<file path="src/rtl/icache_fill_ctrl.sv">
`default_nettype none
// ============================================================================
// Module   : icache_fill_ctrl
// Purpose  : Direct-mapped L1 instruction cache with in-order line fill,
//            flush invalidate and saturating hit/miss counters.
// Revision : 1.0
// ============================================================================
module icache_fill_ctrl #(
  parameter int ADDR_WIDTH = 14,
  parameter int LINE_WORDS = 4,
  parameter int NUM_LINES  = 16,
  parameter int CNT_WIDTH  = 16
) (
  input  logic                  MEM_CLK,
  input  logic                  RST,
  input  logic                  MEM_RDEN1,
  input  logic [ADDR_WIDTH-1:0] MEM_ADDR1,
  input  logic                  FLUSH,
  output logic [31:0]           MEM_DOUT1,
  output logic                  memValid1,
  output logic                  busy,
  output logic                  mm_re,
  output logic [ADDR_WIDTH-1:0] mm_addr,
  input  logic [31:0]           mm_data,
  input  logic                  mm_valid,
  output logic [CNT_WIDTH-1:0]  hit_cnt,
  output logic [CNT_WIDTH-1:0]  miss_cnt
);

  localparam int c_OFF = $clog2(LINE_WORDS);
  localparam int c_IDX = $clog2(NUM_LINES);
  localparam int c_TAG = ADDR_WIDTH - c_OFF - c_IDX;
  localparam logic [c_OFF-1:0] c_LAST = c_OFF'(LINE_WORDS - 1);

  typedef enum logic [0:0] {
    S_IDLE = 1'b0,
    S_FILL = 1'b1
  } state_t;

  state_t                r_state;
  logic [31:0]           r_data [NUM_LINES*LINE_WORDS];
  logic [c_TAG-1:0]      r_tag  [NUM_LINES];
  logic [NUM_LINES-1:0]  r_valid;
  logic [c_IDX-1:0]      r_idx;
  logic [c_TAG-1:0]      r_ltag;
  logic [c_OFF-1:0]      r_cnt;
  logic                  r_flush_pend;
  logic [ADDR_WIDTH-1:0] r_mm_addr;
  logic                  r_busy;
  logic [CNT_WIDTH-1:0]  r_hit_cnt;
  logic [CNT_WIDTH-1:0]  r_miss_cnt;

  logic [c_OFF-1:0]      w_off;
  logic [c_IDX-1:0]      w_idx;
  logic [c_TAG-1:0]      w_tag;
  logic                  w_hit;
  logic                  w_start;
  logic                  w_wr;
  logic                  w_last;

  assign w_off   = MEM_ADDR1[c_OFF-1:0];
  assign w_idx   = MEM_ADDR1[c_OFF+c_IDX-1:c_OFF];
  assign w_tag   = MEM_ADDR1[ADDR_WIDTH-1:c_OFF+c_IDX];
  assign w_hit   = (r_state == S_IDLE) && MEM_RDEN1 && !FLUSH &&
                   r_valid[w_idx] && (r_tag[w_idx] == w_tag);
  assign w_start = (r_state == S_IDLE) && MEM_RDEN1 && !FLUSH && !w_hit;
  assign w_wr    = (r_state == S_FILL) && mm_valid;
  assign w_last  = w_wr && (r_cnt == c_LAST);

  assign memValid1 = w_hit;
  assign MEM_DOUT1 = w_hit ? r_data[{w_idx, w_off}] : 32'hDEAD_BEEF;
  assign busy      = r_busy;
  assign mm_re     = r_busy;
  assign mm_addr   = r_mm_addr;
  assign hit_cnt   = r_hit_cnt;
  assign miss_cnt  = r_miss_cnt;

  // Storage arrays carry no reset so they can map onto RAM; valid bits gate them.
  always_ff @(posedge MEM_CLK) begin
    if (!RST && w_wr) r_data[{r_idx, r_cnt}] <= mm_data;
    if (!RST && w_last) r_tag[r_idx] <= r_ltag;
  end

  always_ff @(posedge MEM_CLK) begin
    if (RST) begin
      r_state      <= S_IDLE;
      r_valid      <= '0;
      r_idx        <= '0;
      r_ltag       <= '0;
      r_cnt        <= '0;
      r_flush_pend <= 1'b0;
      r_mm_addr    <= '0;
      r_busy       <= 1'b0;
      r_hit_cnt    <= '0;
      r_miss_cnt   <= '0;
    end else begin
      if (w_hit && (r_hit_cnt != '1)) r_hit_cnt <= r_hit_cnt + CNT_WIDTH'(1);
      case (r_state)
        S_IDLE: begin
          if (FLUSH) begin
            r_valid <= '0;
          end else if (w_start) begin
            r_state        <= S_FILL;
            r_busy         <= 1'b1;
            r_mm_addr      <= {MEM_ADDR1[ADDR_WIDTH-1:c_OFF], {c_OFF{1'b0}}};
            r_idx          <= w_idx;
            r_ltag         <= w_tag;
            r_valid[w_idx] <= 1'b0;
            r_cnt          <= '0;
            r_flush_pend   <= 1'b0;
            if (r_miss_cnt != '1) r_miss_cnt <= r_miss_cnt + CNT_WIDTH'(1);
          end
        end
        S_FILL: begin
          if (FLUSH) r_flush_pend <= 1'b1;
          if (mm_valid) begin
            r_cnt <= r_cnt + c_OFF'(1);
            if (r_cnt == c_LAST) begin
              r_state      <= S_IDLE;
              r_busy       <= 1'b0;
              r_flush_pend <= 1'b0;
              // A flush seen at any point of the fill, even on its last beat, wins.
              if (r_flush_pend || FLUSH) r_valid <= '0;
              else                       r_valid[r_idx] <= 1'b1;
            end else begin
              r_mm_addr <= r_mm_addr + ADDR_WIDTH'(1);
            end
          end
        end
        default: r_state <= S_IDLE;
      endcase
    end
  end

endmodule
`default_nettype wire

</file>
<file path="config.mk">
export PLATFORM = sky130hd
export DESIGN_NAME = icache_fill_ctrl
export DESIGN_NICKNAME = d
export VERILOG_FILES = /design/src/rtl/icache_fill_ctrl.sv
export SDC_FILE = /design/constraint.sdc
export NUM_CORES = 2
export LEC_CHECK = 0
export BUFFER_PORTS_ARGS = -buffer_cell sky130_fd_sc_hd__clkbuf_2
export CORE_MARGIN = 2
export CORE_UTILIZATION = 55
export DETAILED_ROUTE_END_ITERATION = 7
export PLACE_DENSITY = 0.8
export SKIP_CTS_REPAIR_TIMING = 1
export SYNTH_ARGS = -nofsm -noshare
export SYNTH_HDL_FRONTEND = slang
export SYNTH_SLANG_ARGS = --single-unit
</file>
<file path="constraint.sdc">
create_clock -name MEM_CLK -period 8.12 [get_ports MEM_CLK]
set_input_delay 1.624 -clock MEM_CLK [delete_from_list [all_inputs] [get_ports MEM_CLK]]
set_output_delay 1.624 -clock MEM_CLK [all_outputs]
set_load 0.01 [all_outputs]
</file>
==> summary.md <==
| Metric | Value |
|---|---|
| Worst slack, placed | `~0.96 ns` |
| I/O pin total | `132` |
| Crit start category | `input port` |
| DR WL/cell | `approximately 40 µm` |
| Switching Share | `0.215` |
| Longest Clk Path Bufs | `3` |
| Global-route wire length before repair | `364000 µm` |
| Max frequency | `around 0.13 GHz` |
| Initial antenna violation count | `9` |
| Status | `complete, but fails checks` |
| Wirelength, routed | `between 200000 and 300000 µm` |
| Yosys top cell by area | `edfxtp_1` |
| GR Overflow Total | `0` |
| RSZ-0062 raised after global routing | `no` |
| Slew @ Worst Pin | `1.55 ns` |
| Vias in the first global route | `47131` |
| Distinct cells, synth | `68` |
| Core box area | `0.157 mm²` |
| Worst path top cell family by delay | `simple AND/OR/NAND/NOR gates` |
| Num rows | `~150` |
| Layout area overhead | `12.2%` |
| Buffer and inverter count on the worst path | `3` |
| CTS tree | `done` |
| WP depth | `9` |
| Critical path peak fanout | `14` |
| Final ANT Viol Nets | `0` |
| Post-synth top area share | `0.751` |
| Die area | `0.161 mm²` |
| Power Internal | `18.4 mW` |
| Final Skew | `approximately 0.038 ns` |
| Worst stage delay on the critical path | `around 1.2 ns` |
| Sequential-to-total area share from yosys stat | `0.769` |
| Violated checks | `max-capacitance violations, max-slew violations` |
| Die width | `402 µm` |
| Htree depth | `4` |
| Pin count of the biggest net entering global routing | `96` |
| Tmin final | `~7.5 ns` |
| Initial drt markers | `roughly 8900` |
| Crit path launch | `MEM_ADDR1[5]` |
| Overall Global Routing Usage | `0.326` |
| Fin. Hold Viols | `0` |
| Hold Startpoint | `mm_addr[13]` |
| Power, Total | `23.4 mW` |
| Post-synth EDFFs | `between 2000 and 2500` |
| Skew-Pair Late Insertion Delay | `0.87 ns` |
| Slew Viols, Final | `21` |
| Clk pin slew, worst setup/hold paths | `0.06 ns` |
| NumNets Final | `~4400` |
| Switching power | `approximately 5.0 mW` |
| Syn nets | `between 4000 and 5000` |
| FILL cells | `9819` |
| Normalized max-slew margin | `-0.0328` |
| Lkg Pwr | `about 30 nW` |
| Hold Path Depth | `2` |
| Die height | `between 400 and 500 µm` |
| DR pass1 iterations | `7` |
| Setup ws final | `roughly 0.57 ns` |
| Root buf cell | `clkbuf_16` |
| Initial Util | `0.556` |
| Setup crit end kind | `output pin` |
| R2r worst-path depth | `5` |
| Combinational share of power | `0.044` |
| CP Class | `input port to output pin` |
| DRC | `0` |
| Layout cells sized above 1 | `0.276` |
| CP cell instances | `clkbuf_2 -> inv_1 -> nand2_1 -> nor2_2 -> a22oi_1 -> nand4_1 -> a221oi_1 -> o211ai_1 -> clkbuf_2` |
| Critical Path RT | `between 6 and 7 ns` |
| Clock power share | `0.411` |
| Most used DFF post-synth | `edfxtp_1` |
| Hold Crit Class | `register to register` |
| Maximum vdd drop | `~260 µV` |
| CP dominant cell by count | `clkbuf_2` |
| Seq pwr share | `0.545` |
| PwrDens | `240 mW/mm²` |
| Largest cells by area after synthesis | `edfxtp_1 75%, mux4_2 15%, dfxtp_1 1.8%` |
| Vias per cell | `approximately 7.4` |
| Reg2reg start | `r_state` |
| Synth Register Bits | `about 2300` |
| # clock sinks | `2255` |
| Async set-reset flop share out of synthesis | `0` |
| Final Cycle Share | `0.930` |
| Maximum Capacitance Violations | `1` |
| Reg area | `approximately 0.067 mm²` |
| Synthesized area per cell | `21.5 µm²` |
| Multi-input gate area | `approximately 0.019 mm²` |
| Reg2reg setup slack | `about 3.3 ns` |
| Port-buffer cells | `131` |
| Synth Instances | `about 4000` |
| Setup-failing EPs final | `0` |
| Placer Congestion | `between 0.8 and 0.9` |
| Max stage delay cell, worst path | `nor2_2` |
| Num CTS Buffers | `207` |
| WHS | `~0.51 ns` |
| Vias | `48408` |
| Cell area after synthesis | `0.0870 mm²` |
| Data arrival, critical path | `roughly 5.9 ns` |
| Synthesis warning total | `0` |
| Post-detail-place hpwl | `between 100000 and 150000 µm` |
| Setup TNS | `0 ns` |
## registers in the layout (all words and copies together) (netlist names)
signal	cells
r_cnt	2
hit_cnt	16
r_ltag	8
r_idx	4
mm_addr	14
r_state	1
busy	1
r_data	2048
miss_cnt	16
r_valid	16
r_tag	128
r_flush_pend	1
## logic make-up (layout without fill, tap and decap cells)
logic type      count (synthesis)  in the layout  share of synthesized area
fa+ha+maj                       4              4                   0.000575
xor+xnor                        6              6                   0.000604
other cells                     0              8                          0
buf+inv                       233            668                     0.0123
compound gates                361            361                     0.0281
simple gates                  496            496                     0.0284
flops                        2255           2255                      0.769
mux                           684            684                      0.161
## cells in the final DEF (no fill, tap or decap), types with 15 or more instances in the layout
master	count
a22oi_1	98
nand4_1	22
nand3_1	60
nor2_1	85
bufinv_16	15
a21oi_1	52
o22ai_1	40
nand2b_1	18
buf_4	131
edfxtp_1	2176
nor3_1	30
nand2_1	77
nor3b_1	16
and3_1	23
buf_12	16
dfxtp_1	79
clkinv_1	51
nor2_4	65
mux4_2	566
clkbuf_16	210
mux2i_1	86
o21ai_0	80
clkinv_2	28
clkbuf_2	126
nor2b_1	29
mux2_2	27
clkbuf_1	54
## worst register-to-register path: cells and delay by family (launching register included)
kind | cells | cell delay, ns
buffers and inverters | 1 | 0.52
flip-flops | 1 | 0.87
AND/OR/NAND/NOR | 4 | 3.08
## cell usage after synthesis (all sizes together) (5+ instances only)
master	instances
edfxtp	2176
mux4	566
nor2	158
clkbuf	121
buf	102
a22oi	98
mux2i	86
o21ai	81
dfxtp	79
nand2	77
nand3	60
a21oi	52
o22ai	40
mux2	32
nor3	30
nor2b	29
and3	23
nand4	22
nand2b	18
nor3b	16
a221oi	12
a22o	12
nor4	12
or3	12
a211oi	10
inv	10
o211ai	10
o31ai	10
or4	10
and2	8
o32ai	7
nand3b	6
xnor2	6
a2111oi	5
o311ai	5
## stage by stage
stage | std cells | cell area [µm²] | utilization
floorplan | 4039 | 87000 | -
global placement | 6151 | 91000 | 0.581
detailed placement | 6153 | 91000 | 0.581
CTS | 6532 | 97600 | 0.623
global route | 6534 | 97600 | 0.623
finish | 6540 | 97600 | 0.623
## cell type report
type	instances	area share
Timing Repair Buffer	279	0.0205
Clock inverter	113	0.0110
Multi-Input combinational cell	1551	0.200
Antenna cell	8	0.000205
Clock buffer	266	0.0562
Sequential cell	2255	0.686
Tap cell	2058	0.0264
Inverter	10	0.000397
## power groups by stage
stage / combinational [mW] / sequential (mW) / clock, mW
finish: 1.03 / 12.8 / 9.62
global placement: 0.960 / 13.0 / 0
global route: 1.06 / 12.8 / 10.0
detailed placement: 0.985 / 13.0 / 0
CTS: 1.01 / 12.8 / 9.62
floorplan: 0.575 / 13.0 / 0
## layer usage
layer,routed length (µm),GRT usage,up-vias
li1,-,-,17607
met1,83000,0.415,24527
met2,122000,0.496,5194
met3,41500,0.114,1068
met4,17800,0.178,12
met5,91,0,-
## worst paths after layout
kind,endpoint
setup / recovery,MEM_DOUT1[16]
hold / removal,mm_addr[13]
setup reg to reg,r_data[62][27]
hold reg to reg,mm_addr[13]
Note: power is estimated with default switching activity, not from simulation.
